File: src/rtl/wb_pkg.sv
// Shared constants for the MIPS32 writeback arbiter: source count, field widths,
// named producer ids and the pointer-advance helper.
package wb_pkg;

    localparam int NUM_SRC = 6;
    localparam int SEL_W   = 3;
    localparam int REG_W   = 5;

    localparam logic [SEL_W-1:0] SRC_ALU   = 3'd0;
    localparam logic [SEL_W-1:0] SRC_SHIFT = 3'd1;
    localparam logic [SEL_W-1:0] SRC_HI    = 3'd2;
    localparam logic [SEL_W-1:0] SRC_LO    = 3'd3;
    localparam logic [SEL_W-1:0] SRC_LOAD  = 3'd4;
    localparam logic [SEL_W-1:0] SRC_LINK  = 3'd5;

    localparam logic [SEL_W-1:0] SEL_NONE  = 3'b000;

    typedef logic [SEL_W-1:0]   sel_t;
    typedef logic [REG_W-1:0]   reg_t;
    typedef logic [NUM_SRC-1:0] src_vec_t;

    // Priority moves to the source after the one just granted; the last id wraps to 0.
    function automatic sel_t next_ptr(input sel_t granted);
        sel_t nxt;
        if (granted == SRC_LINK) begin
            nxt = SRC_ALU;
        end else begin
            nxt = granted + 3'd1;
        end
        return nxt;
    endfunction

endpackage

File: src/rtl/wb_arbiter_rr_pick6.sv
// Combinational rotate-priority encoder: finds the first eligible source
// starting at ptr and wrapping modulo NUM_SRC.
module rr_pick6
    import wb_pkg::*;
(
    input  logic [NUM_SRC-1:0] eligible,
    input  logic [SEL_W-1:0]   ptr,
    output logic               found,
    output logic [SEL_W-1:0]   idx,
    output logic [NUM_SRC-1:0] onehot
);

    logic [7:0] elig_ext_s;

    assign elig_ext_s = {2'b00, eligible};

    // Walk the six slots in rotated order and keep the first hit.
    always_comb begin
        found  = 1'b0;
        idx    = SEL_NONE;
        onehot = {NUM_SRC{1'b0}};
        for (int i = 0; i < NUM_SRC; i++) begin
            logic [3:0] cand;
            cand = {1'b0, ptr} + 4'(i);
            if (cand >= 4'd6) begin
                cand = cand - 4'd6;
            end else begin
                cand = cand;
            end
            if (!found && elig_ext_s[cand[2:0]]) begin
                found = 1'b1;
                idx   = cand[2:0];
            end else begin
                found = found;
            end
        end
        if (found) begin
            onehot = 6'b000001 << idx;
        end else begin
            onehot = {NUM_SRC{1'b0}};
        end
    end

endmodule

File: src/rtl/wb_arbiter.sv
// Round-robin arbiter for the register-file write port: grants one of six
// writeback producers per cycle and registers grant, mux select, enable and destination.
module wb_arbiter
    import wb_pkg::*;
(
    input  logic               clk,
    input  logic               rst,
    input  logic [NUM_SRC-1:0] req,
    input  logic [REG_W-1:0]   wb_addr_0,
    input  logic [REG_W-1:0]   wb_addr_1,
    input  logic [REG_W-1:0]   wb_addr_2,
    input  logic [REG_W-1:0]   wb_addr_3,
    input  logic [REG_W-1:0]   wb_addr_4,
    input  logic [REG_W-1:0]   wb_addr_5,
    input  logic               wb_stall,
    output logic [NUM_SRC-1:0] gnt,
    output logic [SEL_W-1:0]   sel,
    output logic               wb_en,
    output logic [REG_W-1:0]   wb_addr
);

    logic [NUM_SRC-1:0] gnt_q, gnt_d;
    logic [SEL_W-1:0]   sel_q, sel_d;
    logic               wb_en_q, wb_en_d;
    logic [REG_W-1:0]   wb_addr_q, wb_addr_d;
    logic [SEL_W-1:0]   ptr_q, ptr_d;

    logic [NUM_SRC-1:0] eligible_s;
    logic               pick_found_s;
    logic [SEL_W-1:0]   pick_idx_s;
    logic [NUM_SRC-1:0] pick_onehot_s;
    logic [REG_W-1:0]   pick_addr_s;

    // A source granted this cycle is masked so it cannot win twice in a row.
    assign eligible_s = req & ~gnt_q;

    rr_pick6 u_pick (
        .eligible (eligible_s),
        .ptr      (ptr_q),
        .found    (pick_found_s),
        .idx      (pick_idx_s),
        .onehot   (pick_onehot_s)
    );

    // Destination register of the winning source.
    always_comb begin
        pick_addr_s = 5'd0;
        case (pick_idx_s)
            SRC_ALU:   pick_addr_s = wb_addr_0;
            SRC_SHIFT: pick_addr_s = wb_addr_1;
            SRC_HI:    pick_addr_s = wb_addr_2;
            SRC_LO:    pick_addr_s = wb_addr_3;
            SRC_LOAD:  pick_addr_s = wb_addr_4;
            SRC_LINK:  pick_addr_s = wb_addr_5;
            default:   pick_addr_s = 5'd0;
        endcase
    end

    // Next grant state; a $zero destination still takes the slot but never writes.
    always_comb begin
        gnt_d     = {NUM_SRC{1'b0}};
        sel_d     = SEL_NONE;
        wb_en_d   = 1'b0;
        wb_addr_d = 5'd0;
        ptr_d     = ptr_q;
        if (pick_found_s && !wb_stall) begin
            gnt_d     = pick_onehot_s;
            sel_d     = pick_idx_s;
            wb_en_d   = (pick_addr_s != 5'd0);
            wb_addr_d = pick_addr_s;
            ptr_d     = next_ptr(pick_idx_s);
        end else begin
            ptr_d     = ptr_q;
        end
    end

    // Output and pointer registers with synchronous reset.
    always_ff @(posedge clk) begin
        if (rst) begin
            gnt_q     <= {NUM_SRC{1'b0}};
            sel_q     <= SEL_NONE;
            wb_en_q   <= 1'b0;
            wb_addr_q <= 5'd0;
            ptr_q     <= SRC_ALU;
        end else begin
            gnt_q     <= gnt_d;
            sel_q     <= sel_d;
            wb_en_q   <= wb_en_d;
            wb_addr_q <= wb_addr_d;
            ptr_q     <= ptr_d;
        end
    end

    assign gnt     = gnt_q;
    assign sel     = sel_q;
    assign wb_en   = wb_en_q;
    assign wb_addr = wb_addr_q;

endmodule
File: config.mk
export PLATFORM = sky130hd
export DESIGN_NAME = wb_arbiter
export DESIGN_NICKNAME = d
export VERILOG_FILES = /design/src/rtl/wb_pkg.sv /design/src/rtl/wb_arbiter_rr_pick6.sv /design/src/rtl/wb_arbiter.sv
export SDC_FILE = /design/constraint.sdc
export NUM_CORES = 1
export LEC_CHECK = 0
export CORE_UTILIZATION = 52
export CTS_CLUSTER_DIAMETER = 200
export DETAILED_ROUTE_END_ITERATION = 16
export GPL_ROUTABILITY_DRIVEN = 0
export PLACE_DENSITY = 0.95
export SLEW_MARGIN = 30
export SYNTH_ARGS = -nofsm -noshare
export SYNTH_HDL_FRONTEND = slang
export SYNTH_SLANG_ARGS = --single-unit
File: constraint.sdc
create_clock -name clk -period 7.2 [get_ports clk]
set_input_delay 1.44 -clock clk [delete_from_list [all_inputs] [get_ports clk]]
set_output_delay 1.44 -clock clk [all_outputs]
set_load 0.02 [all_outputs]
* After elaboration in Yosys (flattened, before gate mapping)
Index checks and enable logic that the tools add are counted.
** Word-level totals
- Logic and storage cells :: 87
- Register bits after elaboration :: 18
- Bits of input ports :: 39
- Output and inout bits :: 15
** Operators by class
- Muxes and demuxes :: 32
- Shift-type cells :: 1
- Order comparisons :: 12
- Bitwise logic cells :: 4
- Equal/unequal tests :: 5
- $add $sub $neg :: 12
- Reduce and logical (&&, ||, !) cells :: 16
** Operators with widths (number)
- two-way mux 3 bit :: 13
- one-hot mux 5 bit (6 select lines) :: 1
- < comparator 3 x 4 -> 1 bit, second input constant :: 6
- >= comparator 4 x 3 -> 1 bit, second input constant :: 5
- binary-select mux 1 bit (select 3 bit) :: 6
- subtractor 3 bit, second input constant :: 6
- two-way mux 1 bit :: 12
- adder 3 x 2 -> 4 bit, second input constant :: 2
- adder 3 x 3 -> 4 bit, second input constant :: 2
- AND 6 bit :: 1
- equality test 3 x 2 -> 1 bit, second input constant :: 2
- equality test 3 bit, second input constant :: 2
- logical AND 1 bit :: 6
- zero test 1 bit :: 6
- inverter 6 bit :: 1
- left shift 1 x 3 -> 6 bit, first input constant :: 1
- nonzero test 5 bit :: 1
- adder 3 x 1 -> 4 bit, second input constant :: 1
- adder 3 x 1 -> 3 bit, second input constant :: 1
- equality test 3 x 1 -> 1 bit, second input constant :: 1
- >= comparator 3 bit, second input constant :: 1
- zero test 3 bit :: 1
- OR reduction 3 bit :: 1
- inverter 1 bit :: 2
- OR reduction 2 bit :: 1

* Depth between registers and ports, before layout
Gate-level depths: netlist of the first run.
- Word-level depth :: 23
- Depth in mapped cells :: 18
- Mapped depth without buffers :: 14

* Modules after synthesis
From an unflattened synthesis of the first run, not the netlist that was laid out.
** Unflattened totals
- Cells, all modules :: 216
- Area, all modules :: 1836.8 µm²
** Modules (own cells, without submodules)
- rr_pick6 :: sequential area each 0.0 µm², cells an instance 126, area an instance 979.7 µm², times used 1
- wb_arbiter :: sequential area each 360.3 µm², cells an instance 90, area an instance 857.1 µm², times used 1

* Least setup slack after synthesis of the first run
No wires, ideal clock.
- Path kind :: input to register
- Start :: in req[4]
- End :: reg wb_en_q (netlist: wb_en)
- Path buffers :: 1
- Library setup time :: 140 ps
- Required time :: 7060 ps
- Setup slack :: 2981 ps
- Cell stages on the path :: 13
- Data arrival time :: 4078 ps
- Path through :: or3b_4 and2_4 o221a_1 o211ai_4 and4bb_4 nor3_4 buf_4 nor2_1 ha_1 a32oi_1 o221a_1 and2_1 a41oi_2
** Between the ends
- Word-level cells in the longest chain between the ends :: 22
- Elaborated cells between the ends (all ways) :: 46
- Those cells by class :: eq/ne: 5; mux: 25; bitwise: 2; reduce/logical: 14
** RTL lines
- start, declared :: RTL line wb_arbiter.sv:8 : input logic [NUM_SRC-1:0] req,
- AND 6 bit * :: RTL line wb_arbiter.sv:35 : assign eligible_s = req & ~gnt_q;
- binary-select mux 1 bit (select 3 bit) :: RTL line wb_arbiter_rr_pick6.sv:30 : if (!found && elig_ext_s[cand[2:0]]) begin
- two-way mux 1 bit (not written as such) :: RTL line wb_arbiter_rr_pick6.sv:30
- two-way mux 1 bit :: RTL line wb_arbiter_rr_pick6.sv:30
- zero test 1 bit :: RTL line wb_arbiter_rr_pick6.sv:30
- logical AND 1 bit :: RTL line wb_arbiter_rr_pick6.sv:30
- two-way mux 1 bit :: RTL line wb_arbiter_rr_pick6.sv:30
- zero test 1 bit :: RTL line wb_arbiter_rr_pick6.sv:30
- (+6 left out)
- logical AND 1 bit :: RTL line wb_arbiter_rr_pick6.sv:30
- two-way mux 1 bit :: RTL line wb_arbiter_rr_pick6.sv:30
- zero test 1 bit :: RTL line wb_arbiter_rr_pick6.sv:30
- logical AND 1 bit :: RTL line wb_arbiter_rr_pick6.sv:30
- two-way mux 3 bit or two-way mux 1 bit (tied branches) :: RTL line wb_arbiter_rr_pick6.sv:30
- equality test 3 bit, or another cell as far along :: RTL line wb_arbiter.sv:48 : case (pick_idx_s)
- one-hot mux 5 bit (6 select lines) or inverter 1 bit (tied branches)
- nonzero test 5 bit or OR reduction 2 bit (tied branches)
- end signal, assigned :: RTL line wb_arbiter.sv:88 : wb_en_q <= wb_en_d;
- end, declared :: RTL line wb_arbiter.sv:24 : logic wb_en_q, wb_en_d;
Every way passes the cells marked *; elsewhere a longest branch is shown, timed or not. The select of a mux whose other input is x is not followed.
A chain may end at the register's enable or synchronous reset.

* Worst setup path after layout of the first run
- Start :: in req[2]
- End :: reg wb_en_q (netlist: wb_en)
Same word-level chain as after synthesis.

==> results.md, run 1 <==
- The flow ran to the end, and the final reports show no timing, DRC or antenna violations.
- The start-to-end type of the worst setup path is in2reg.
- The total wirelength of the detailed-routed design is between 4000 and 5000 µm.
- The async set or reset register ratio after synthesis is 0.
- The remaining antenna violation count after routing is 0.
- During placement, the flow inserted port buffers numbering 53.
- Headroom to the max-slew limit came out at 0.505.
- The met2 track utilization from global routing is 0.486.
- The combined buffer and inverter count along the critical path is 1.
- The number of clock buffers inserted by TritonCTS is 3.
- The highest attainable clock frequency is 210 MHz.
- The first global-routing pass estimated around 7400 µm of wire.
- The ratio of cells with drive above 1 in the final layout is 0.102.
- The global-route congestion overflow total is 0.
- The layout net count is between 300 and 400.
- Before antenna repair, the detailed router went through 4 iterations.
- The row count is 21.
- The I/O pin count is 54.
- The number of gates resized after CTS was 0.
- The reported max-cap violation count is 0.
- The via count of the first global-routing pass is 1653.
- Dividing the detail-routed via count by the number of cells gives between 6 and 7.
- The nature of the critical path startpoint is an input pin.
- For met3 alone, demand over resource in global routing was 0.0546.
- The clock reaches the later pin of the worst-skew pair after 300 ps.
- The initial core utilization is 0.544.
- For this design, the slowest cell found on the critical path is nor3_4.
- The met1 demand-to-capacity share in global routing is 0.312.
- In this run the worst hold path is classified as reg2reg.
- Setup total negative slack on the finished layout was measured at 0 ps.
- From bottom edge to top edge, the die measures about 60 µm.
- The average footprint of a synthesized cell is 8.36 µm².
- At the pin with the least slew margin, the transition time is 734 ps.
- The floorplan step defined a core boundary enclosing between 0.003 and 0.004 mm².
- The total global routing track utilization is 0.266.
- The count of buffers added by post-CTS timing repair for setup is 0.
- The worst path arrival time is 4930 ps.
- Detailed placement ended at an HPWL of between 3000 and 4000 µm.
- Grouping stages by cell kind, the critical path spends the most delay in simple AND/OR/NAND/NOR gates.
- Among all flip-flop cells after synthesis, the most frequent one is dfxtp_1.
- In this run the clock root is driven by a clkbuf_4.
- In this run the deepest clock path goes through 2 buffers.
- The clock input transition at the sequential cells of the worst setup and hold paths is ~110 ps.
- The count of mapped cells out of synthesis is ~220.
- The final-report hold violation count is 0.
- The kind of end point of the critical path is a flop.
- The clock skew is around 5.5 ps.
- The hold buffer count at CTS is 0.
- The maximum fanout along the worst path is 17.
- Measured along the x axis, the die boundary spans just over 60 µm.
- The ratio of final minimum period to clock period is 0.661.
- The layer flagged by global routing as most heavily used is met2.
- The total number of clock tree sinks is 18.
- Setup repair after global routing left no endpoint under its margin.
- For this run, the slowest stage of the critical path takes between 500 and 600 ps.
- The total via count in the routed design is approximately 1900.
- The number of library cell types mapped by synthesis is 67.
- The fraction of the yosys area taken by sequential cells is 0.197.
- The floorplan step defined a die boundary enclosing roughly 0.0038 mm².
- Synthesis inferred 18 register bits.
- At the worst endpoint, the required time is 7370 ps.
- Dividing the detail-routed wire length by the instance count gives 15.7 µm.
- The post-synth design cell area is 0.00183 mm².
- The initial antenna violation count was 0.
- Walking the worst path, the cells encountered are clkdlybuf4s50_1, nor3b_1, nor2_1, o221a_1, o211ai_4, and4bb_4, nor3_4, nor2_1, ha_1, nand2_1, o21ai_0, a211oi_1, a41oi_2.
- The number of slew-limit violations in the final report was 0.
- The area added between synthesis and finish is 30.8%.
- CTS built an H-tree with a depth of 1.
- The first routing iteration left ~240 violations.
- By instance count, the cell type seen most on the critical path is nor2_1.
- The synthesized netlist net count is 267.
- The CTS tree is yes.
- The count of yosys warnings during synthesis is 0.
- After detailed routing, the number of remaining DRC violations is 0.
- The pin count of the biggest net entering global routing is 22.
- The time the worst path needs with I/O delays and setup is between 4000 and 5000 ps.
- The count of flip-flops with a built-in enable after synthesis is 0.
- The setup-violating endpoint count in the final report is 0.
- The diode insertion count for antenna repair is 0.
==> synth_stat cells (3+ instances only) <==
cell type	number	share of area
inv_1	8	0.016
and2_1	4	0.014
clkbuf_1	3	0.0062
ha_1	9	0.062
nand2b_1	4	0.014
a211oi_1	3	0.012
a32oi_1	5	0.024
o211ai_1	6	0.025
nand3_1	3	0.0082
xnor2_1	3	0.014
nand2_1	11	0.023
buf_2	3	0.0082
a31oi_1	4	0.014
o31ai_1	3	0.012
nor3b_1	3	0.012
mux2i_1	6	0.033
o21ai_0	10	0.027
nor2_1	30	0.062
a21oi_1	9	0.025
a22o_1	3	0.014
nor3_1	8	0.022
nand3b_1	4	0.016
dfxtp_1	18	0.20
a22oi_1	4	0.016
==> final timing paths <==
check	startpoint	endpoint	slack (ps)	cells after the start
worst min register to register	ptr_q[2]	ptr_q[2]	690	2
worst max-delay path	req[2]	wb_en	2440	13
worst max register to register	ptr_q[0]	wb_en	2580	14
worst min-delay path	ptr_q[2]	ptr_q[2]	690	2
==> per-layer routing <==
metal / vias up / share of wire
met5: - / 0
met4: 0 / 0.029
met3: 20 / 0.075
met2: 104 / 0.49
met1: 867 / 0.40
li1: 930 / -
==> cells in the final DEF (no fill, tap or decap), drive strengths merged, types with 6 or more instances in the layout <==
cell	instances
clkdlybuf4s50	53
nor2	30
dfxtp	18
nand2	13
o21ai	11
a21oi	9
ha	9
inv	9
nor3	9
o211ai	7
mux2i	6
==> worst reg2reg max path, cell delays in order, from the launching register on <==
cell	delay, ps
dfxtp_1	820
inv_1	220
ha_1	720
xnor2_1	170
a211oi_2	390
a221oi_4	80
a32oi_1	330
o32ai_2	170
nor3_4	560
nor2_1	100
ha_1	270
nand2_1	70
o21ai_0	70
a211oi_1	390
a41oi_2	160
==> cells by family (layout without fill, tap and decap cells) <==
logic type | count (synthesis) | in the layout | synth area share
and+or+nand+nor | 88 | 88 | 0.271
AOI/OAI and AO/OA | 73 | 73 | 0.347
buffers and inverters | 19 | 66 | 0.0513
DFF | 18 | 18 | 0.197
adders and majority gates | 9 | 9 | 0.0615
xor gates and xnor gates | 6 | 6 | 0.0390
muxes | 6 | 6 | 0.0328
==> flip-flops by register name (all words and copies together) (netlist names) <==
name,flops
sel,3
ptr_q,3
gnt,6
wb_en,1
wb_addr,5
==> per-stage QoR <==
stage / cells / utilization / hold WS [ps] / worst slack [ps] / instance area (µm²)
global placement: 308 / 0.701 / 673 / 2280 / 2360
detailed placement: 308 / 0.701 / 684 / 2180 / 2360
CTS: 312 / 0.712 / 696 / 2460 / 2390
floorplan: 219 / - / 600 / 2980 / 1830
global route: 312 / 0.712 / 758 / 2190 / 2390
finish: 312 / 0.712 / 695 / 2440 / 2390
==> layout make-up <==
cell class / count / area [µm²]
sequential: 18 / 360
inverter: 9 / 33.8
clock buffer: 4 / 36.3
timing repair buffer: 53 / 531
tap: 46 / 57.6
multi-input combinational: 182 / 1380
fill: 266 / 968
Power of run 1 is not shown: default switching activity piles up to over one toggle a cycle in this logic, so the estimate is an artifact.
==> inputs of run 2 (changes only) <==
--- a/config.mk
+++ b/config.mk
@@ -5,11 +5,11 @@
 export SDC_FILE = /design/constraint.sdc
 export NUM_CORES = 1
 export LEC_CHECK = 0
-export CORE_UTILIZATION = 52
+export CORE_UTILIZATION = 43
 export CTS_CLUSTER_DIAMETER = 200
 export DETAILED_ROUTE_END_ITERATION = 16
 export GPL_ROUTABILITY_DRIVEN = 0
-export PLACE_DENSITY = 0.95
+export PLACE_DENSITY = 0.85
 export SLEW_MARGIN = 30
 export SYNTH_ARGS = -nofsm -noshare
 export SYNTH_HDL_FRONTEND = slang
==> constraint.sdc (replaced) <==
create_clock -name clk -period 4 [get_ports clk]
set_input_delay 0.8 -clock clk [delete_from_list [all_inputs] [get_ports clk]]
set_output_delay 0.8 -clock clk [all_outputs]
set_load 0.02 [all_outputs]
==> results.md, run 2 (synthesized netlist as in run 1, its figures left out) <==
- The nature of the critical path startpoint is an input pin (unchanged).
- The number of gates resized after cts was 0 (unchanged).
- Static timing analysis puts the maximum clock frequency at 263 MHz.
- The number of remaining DRC errors is 0 (unchanged).
- The setup TNS came to 0 ps (unchanged).
- The worst path arrival time is 3920 ps (was 4930 ps).
- The initial antenna violation count was 0 (unchanged).
- The slew of the pin with the lowest slew margin came to 556 ps (was 734 ps).
- The area of the core is 0.00406 mm² (was 0.00336 mm²).
- The critical path endpoint is wb_en (unchanged).
- The worst slew slack as a fraction of its limit is 0.626 (was 0.505).
- The area added between synthesis and finish came to 39.1% (was 30.8%).
- The slack of the worst reg-to-reg path was 370 ps (was 2580 ps).
- The via count of the first global-routing pass is 1895 (was 1653).
- The layout net count was 332 (was 315).
- The first-pass GRT wire length came to 8130 µm (was 7380 µm).
- The total number of clock tree sinks is 18 (unchanged).
- The clock skew is 2.89 ps (was 5.53 ps).
- The start-to-end type of the worst setup path is in2reg (unchanged).
- The initial core utilization is 0.451 (was 0.544).
- The maximum level of the CTS H-tree came to 1 (unchanged).
- The total global routing track utilization is 0.238 (was 0.266).
- Highest-count cells in the layout ignoring fill and taps: clkdlybuf4s50_1 (53), nor2_1 (30), dfxtp_1 (18), buf_4 (17), nand2_1 (11) (was clkdlybuf4s50_1 (53), nor2_1 (30), dfxtp_1 (18), nand2_1 (11), o21ai_0 (10)).
- The reg-to-reg startpoint was ptr_q[1] (was ptr_q[0]).
- The CTS tree is yes (unchanged).
- The filler cell count in the final layout is 327 (was 266).
- The flip-flop count of the largest register after layout was 6 (unchanged).
- The number of clock buffers inserted by TritonCTS was 3 (unchanged).
- The maximum fanout along the worst path is 5 (was 17).
- The vertical die dimension is 67.2 µm (was 61.3 µm).
- The pin count of the biggest net entering global routing came to 19 (was 22).
- The diode insertion count for antenna repair is 0 (unchanged).
- The clock input transition at the sequential cells of the worst setup and hold paths is 70 ps (was 110 ps).
- The die span in x came to 67.2 µm (was 61.3 µm).
- The worst setup path startpoint is req[3] (was req[2]).
- The class of the tightest hold or removal check is reg2reg (unchanged).
- The final-report hold violation count is 0 (unchanged).
- The hold buffer count at CTS was 0 (unchanged).
- The number of slew-limit violations in the final report is 0 (unchanged).
- The placed wire-length estimate after detailed placement is 4150 µm (was 3840 µm).
- The worst reg-to-reg path cell count was 14 (unchanged).
- Unrepaired setup endpoints after global routing: false (unchanged).
- The row count is 23 (was 21).
- The count of buffers added by post-CTS timing repair for setup is 0 (unchanged).
- The I/O pin count is 54 (unchanged).
- The area of the die is 0.00452 mm² (was 0.00376 mm²).
- The required time of the worst setup path was 4120 ps (was 7370 ps).
- The maximum clock insertion buffer count is 2 (unchanged).
- The ratio of cells with drive above 1 in the final layout is 0.155 (was 0.102).
- Dividing the final minimum period by the clock period gives 0.949.
- The detail-routed net length per standard cell is 15.6 µm (was 15.7 µm).
- Outcome: complete, no violations (unchanged).
- The global-route congestion overflow total came to 0 (unchanged).
- The smallest clock period supported by the final layout is computed as 3800 ps.
- The total via count in the routed design is 1993 (was 1921).
- The setup-violating endpoint count in the final report came to 0 (unchanged).
- The first-pass detailed-route iteration total is 4 (unchanged).
- The reported max-cap violation count came to 0 (unchanged).
- The kind of end point of the critical path is a flop (unchanged).
- The reg-to-reg endpoint is wb_en (unchanged).
- The total wirelength of the detailed-routed design is 5190 µm (was 4890 µm).
- The root buffer cell is clkbuf_8 (was clkbuf_4).
- The most frequent standard cell in the layout excluding fill and tap cells is clkdlybuf4s50_1 (unchanged).
- The post-detailed-route via-to-cell ratio came to 5.98 (was 6.16).
- The number of buffer cells added on primary ports is 53 (unchanged).
- The count of routing violations after the opening detailed-route iteration is 151 (was 235).
- The clock latency of the later-clocked register in the worst-skew pair is 250 ps (was 300 ps).
- The remaining antenna violation count after routing came to 0 (unchanged).
==> run 2: changes by cell type in the layout (fill, tap and decap cells not counted) <==
cell and delta:
buf_4 +17, clkbuf_4 -3, clkbuf_8 +3
==> run 2: worst max-delay path, cell delays in order <==
cell             delay (ps)
clkdlybuf4s50_1         460
or3b_1                  390
a211oi_2                420
a221oi_4                 80
nand2_1                 120
mux2i_1                 340
o211ai_1                230
nand2_2                 130
buf_4                   120
buf_4                   130
nor2_1                   90
a211oi_1                440
a41oi_2                 160
==> run 2: how the worst min path moves through the flow <==
stage / depth (start not counted) / startpoint / slack [ps] / endpoint
final: 2 / ptr_q[2] / 520 / ptr_q[2]
after global routing: 2 / ptr_q[2] / 580 / ptr_q[2]
after CTS: 2 / ptr_q[2] / 530 / ptr_q[2]
after detailed placement: 2 / ptr_q[2] / 520 / ptr_q[2]
after global placement: 2 / ptr_q[2] / 500 / ptr_q[2]
after floorplan: 3 / ptr_q[2] / 600 / ptr_q[2]
==> run 2: area by class of cell <==
class	count	area, µm²	share of cell area
repair buffers	70	658	0.258
flip-flops and latches	18	360	0.142
well taps	50	62.6	0.0246
multi-input cells	182	1380	0.541
clock buffers	4	55.1	0.0216
inverters	9	33.8	0.0133
==> run 2: metal layers <==
layer | up-vias | share of wire | track usage
met3 | 23 | 0.062 | 0.0372
met2 | 105 | 0.49 | 0.411
met4 | 0 | 0.036 | 0.146
li1 | 959 | - | -
met5 | - | 0 | 0
met1 | 906 | 0.41 | 0.273
==> run 2: metrics by stage <==
stage / setup slack (ps) / cell area, µm² / hold slack (ps) / utilization / cells
2_1_floorplan: 280 / 1830 / 600 / - / 219
3_3_place_gp: 19.3 / 2490 / 504 / 0.614 / 329
3_5_place_dp: -21.5 / 2490 / 521 / 0.614 / 329
4_1_cts: 223 / 2550 / 529 / 0.628 / 333
5_1_grt: 24.8 / 2550 / 575 / 0.628 / 333
6_report: 204 / 2550 / 525 / 0.628 / 333
Power of run 2 is left out for the same reason.
==> inputs of run 3 (changes only) <==
--- a/config.mk
+++ b/config.mk
@@ -9,8 +9,9 @@
 export CTS_CLUSTER_DIAMETER = 200
 export DETAILED_ROUTE_END_ITERATION = 16
 export GPL_ROUTABILITY_DRIVEN = 0
-export PLACE_DENSITY = 0.85
+export PLACE_DENSITY = 0.77
 export SLEW_MARGIN = 30
 export SYNTH_ARGS = -nofsm -noshare
 export SYNTH_HDL_FRONTEND = slang
 export SYNTH_SLANG_ARGS = --single-unit
+export TNS_END_PERCENT = 50
==> results.md, run 3 (synthesized netlist as in run 1, its figures left out) <==
- The flip-flop count of the largest register after layout is 6 (unchanged).
- The filler cell count in the final layout is 339 (was 327).
- The kind of end point of the critical path is a flop (unchanged).
- The maximum level of the CTS H-tree was 1 (unchanged).
- The total global routing track utilization was 0.235 (was 0.238).
- The via count of the first global-routing pass is 1905 (was 1895).
- The post-detailed-route via-to-cell ratio is 5.87 (was 5.98).
- The utilization after layout was 0.639 (was 0.628).
- The number of clock buffers inserted by TritonCTS came to 3 (unchanged).
- The ratio of final minimum period to clock period is 0.941 (was 0.949).
- The slowest cell on the critical path is clkdlybuf4s50_1 (unchanged).
- The area of the core is 0.00406 mm² (unchanged).
- The highest attainable clock frequency came to 266 MHz (was 263 MHz).
- The peak-usage layer in the global routing report is met2 (unchanged).
- The time the worst path needs with I/O delays and setup is 3760 ps (was 3800 ps).
- The detail-routed net length per standard cell is 15.1 µm (was 15.6 µm).
- The cell area after placement is 0.00254 mm² (was 0.00249 mm²).
- The area added between synthesis and finish is 41.6% (was 39.1%).
- The area taken by flip-flops and latches is 360 µm² (unchanged).
- The reported max-cap violation count is 0 (unchanged).
- The ratio of cells with drive above 1 in the final layout was 0.173 (was 0.155).
- The met2 track utilization from global routing is 0.439 (was 0.411).
- The global-route congestion overflow total is 0 (unchanged).
- The slew of the pin with the lowest slew margin came to 500 ps (was 556 ps).
- The worst stage delay on the critical path was 460 ps (about the same).
- The worst slew slack as a fraction of its limit is 0.663 (was 0.626).
- The number of remaining DRC errors is 0 (unchanged).
- The number of gates resized after cts is 0 (unchanged).
- The cell type group with the largest total delay on the critical path is compound AO/OA/AOI/OAI gates (unchanged).
- The worst hold slack is 565 ps (was 525 ps).
- The clock latency of the later-clocked register in the worst-skew pair is 260 ps (was 250 ps).
- The number of slew-limit violations in the final report is 0 (unchanged).
- The CTS tree is yes (unchanged).
- The area of the die is 0.00452 mm² (unchanged).
- The class of the tightest hold or removal check is reg2reg (unchanged).
- Ordered list of cells on the worst path: clkdlybuf4s50_1, or3b_1, a211oi_2, a221oi_4, a32oi_1, o211a_1, nor3_4, buf_4, and4_1, a41o_1, a2111oi_4, a41oi_2 (was clkdlybuf4s50_1, or3b_1, a211oi_2, a221oi_4, nand2_1, mux2i_1, o211ai_1, nand2_2, buf_4, buf_4, nor2_1, a211oi_1, a41oi_2).
- The I/O pin count is 54 (unchanged).
- The maximum clock insertion buffer count is 2 (unchanged).
- The first-pass detailed-route iteration total is 4 (unchanged).
- The clock skew is 4.52 ps (was 2.89 ps).
- The placed wire-length estimate after detailed placement is 4190 µm (was 4150 µm).
- The row count is 23 (unchanged).
- The worst path arrival time came to 3890 ps (was 3920 ps).
- The required time of the worst setup path came to 4120 ps (about the same).
- The total wirelength of the detailed-routed design came to 5110 µm (was 5190 µm).
- The most frequent standard cell in the layout excluding fill and tap cells was clkdlybuf4s50_1 (unchanged).
- The pin count of the biggest net entering global routing came to 19 (unchanged).
- The layout net count is 338 (was 332).
- The count of routing violations after the opening detailed-route iteration is 115 (was 151).
- The root buffer cell was clkbuf_8 (unchanged).
- The hold buffer count at CTS is 0 (unchanged).
- The count of buffers added by post-CTS timing repair for setup came to 0 (unchanged).
- The clock input transition at the sequential cells of the worst setup and hold paths is 70 ps (about the same).
- The remaining antenna violation count after routing is 0 (unchanged).
- Outcome: complete, no violations (unchanged).
- The initial antenna violation count came to 0 (unchanged).
- The area occupied by multi-input gates was 0.00138 mm² (unchanged).
- The vertical die dimension is 67.2 µm (unchanged).
- Highest-count cells in the layout ignoring fill and taps: clkdlybuf4s50_1 (53), nor2_1 (30), buf_4 (23), dfxtp_1 (18), nand2_1 (11) (was clkdlybuf4s50_1 (53), nor2_1 (30), dfxtp_1 (18), buf_4 (17), nand2_1 (11)).
- The nature of the critical path startpoint is an input pin (unchanged).
- The met3 capacity usage during global routing is 0.0287 (was 0.0372).
- The maximum fanout along the worst path is 7 (was 5).
- The met1 demand-to-capacity share in global routing is 0.266 (was 0.273).
- The combined buffer and inverter count along the critical path is 2 (was 3).
- The start-to-end type of the worst setup path is in2reg (unchanged).
- The setup TNS was 0 ps (unchanged).
- The die span in x is 67.2 µm (unchanged).
- The initial core utilization was 0.451 (unchanged).
- The setup-violating endpoint count in the final report was 0 (unchanged).
- The area of all placed cells without fillers is 0.00259 mm² (was 0.00255 mm²).
- The diode insertion count for antenna repair is 0 (unchanged).
- The total via count in the routed design was 1990 (was 1993).
- The final-report hold violation count is 0 (unchanged).
- The number of buffer cells added on primary ports is 53 (unchanged).
- The total number of clock tree sinks is 18 (unchanged).
- The first-pass GRT wire length is 8060 µm (was 8130 µm).
- Unrepaired setup endpoints after global routing: false (unchanged).
## run 3: cell count changes in the layout (fill, tap and decap cells not counted)
cell / delta
buf_4: +6
## run 3: routing by layer
| metal | up-vias | routed length, µm |
|---|---|---|
| met3 | 11 | 260 |
| met5 | - | 0 |
| met1 | 932 | 2210 |
| met2 | 73 | 2540 |
| li1 | 974 | - |
| met4 | 0 | 103 |
## run 3: tightest hold or removal path, delay by kind of cell, from the launching register on
kind	cells	cell delay [ps]
and+or+nand+nor	1	50
muxes	1	130
DFF	1	340
## run 3: per-stage QoR
stage                     worst slack, ps  instances
after global placement               20.3        335
after detailed placement             15.6        335
after global routing                 48.3        339
final                                 237        339
after CTS                             272        339
after floorplan                       280        219
## run 3: worst paths after layout
kind,slack (ps),to,cells past startpoint,startpoint
max reg2reg,430,wb_en,13,ptr_q[1]
min,560,ptr_q[0],2,ptr_q[0]
min reg2reg,560,ptr_q[0],2,ptr_q[0]
max,240,wb_en,12,req[3]
## run 3: cell type report
type | instances | area share
inverters | 9 | 0.0130
multi-input cells | 182 | 0.531
well taps | 50 | 0.0241
repair buffers | 76 | 0.271
clock buffers | 4 | 0.0212
flip-flops and latches | 18 | 0.139
Power of run 3 is left out for the same reason.
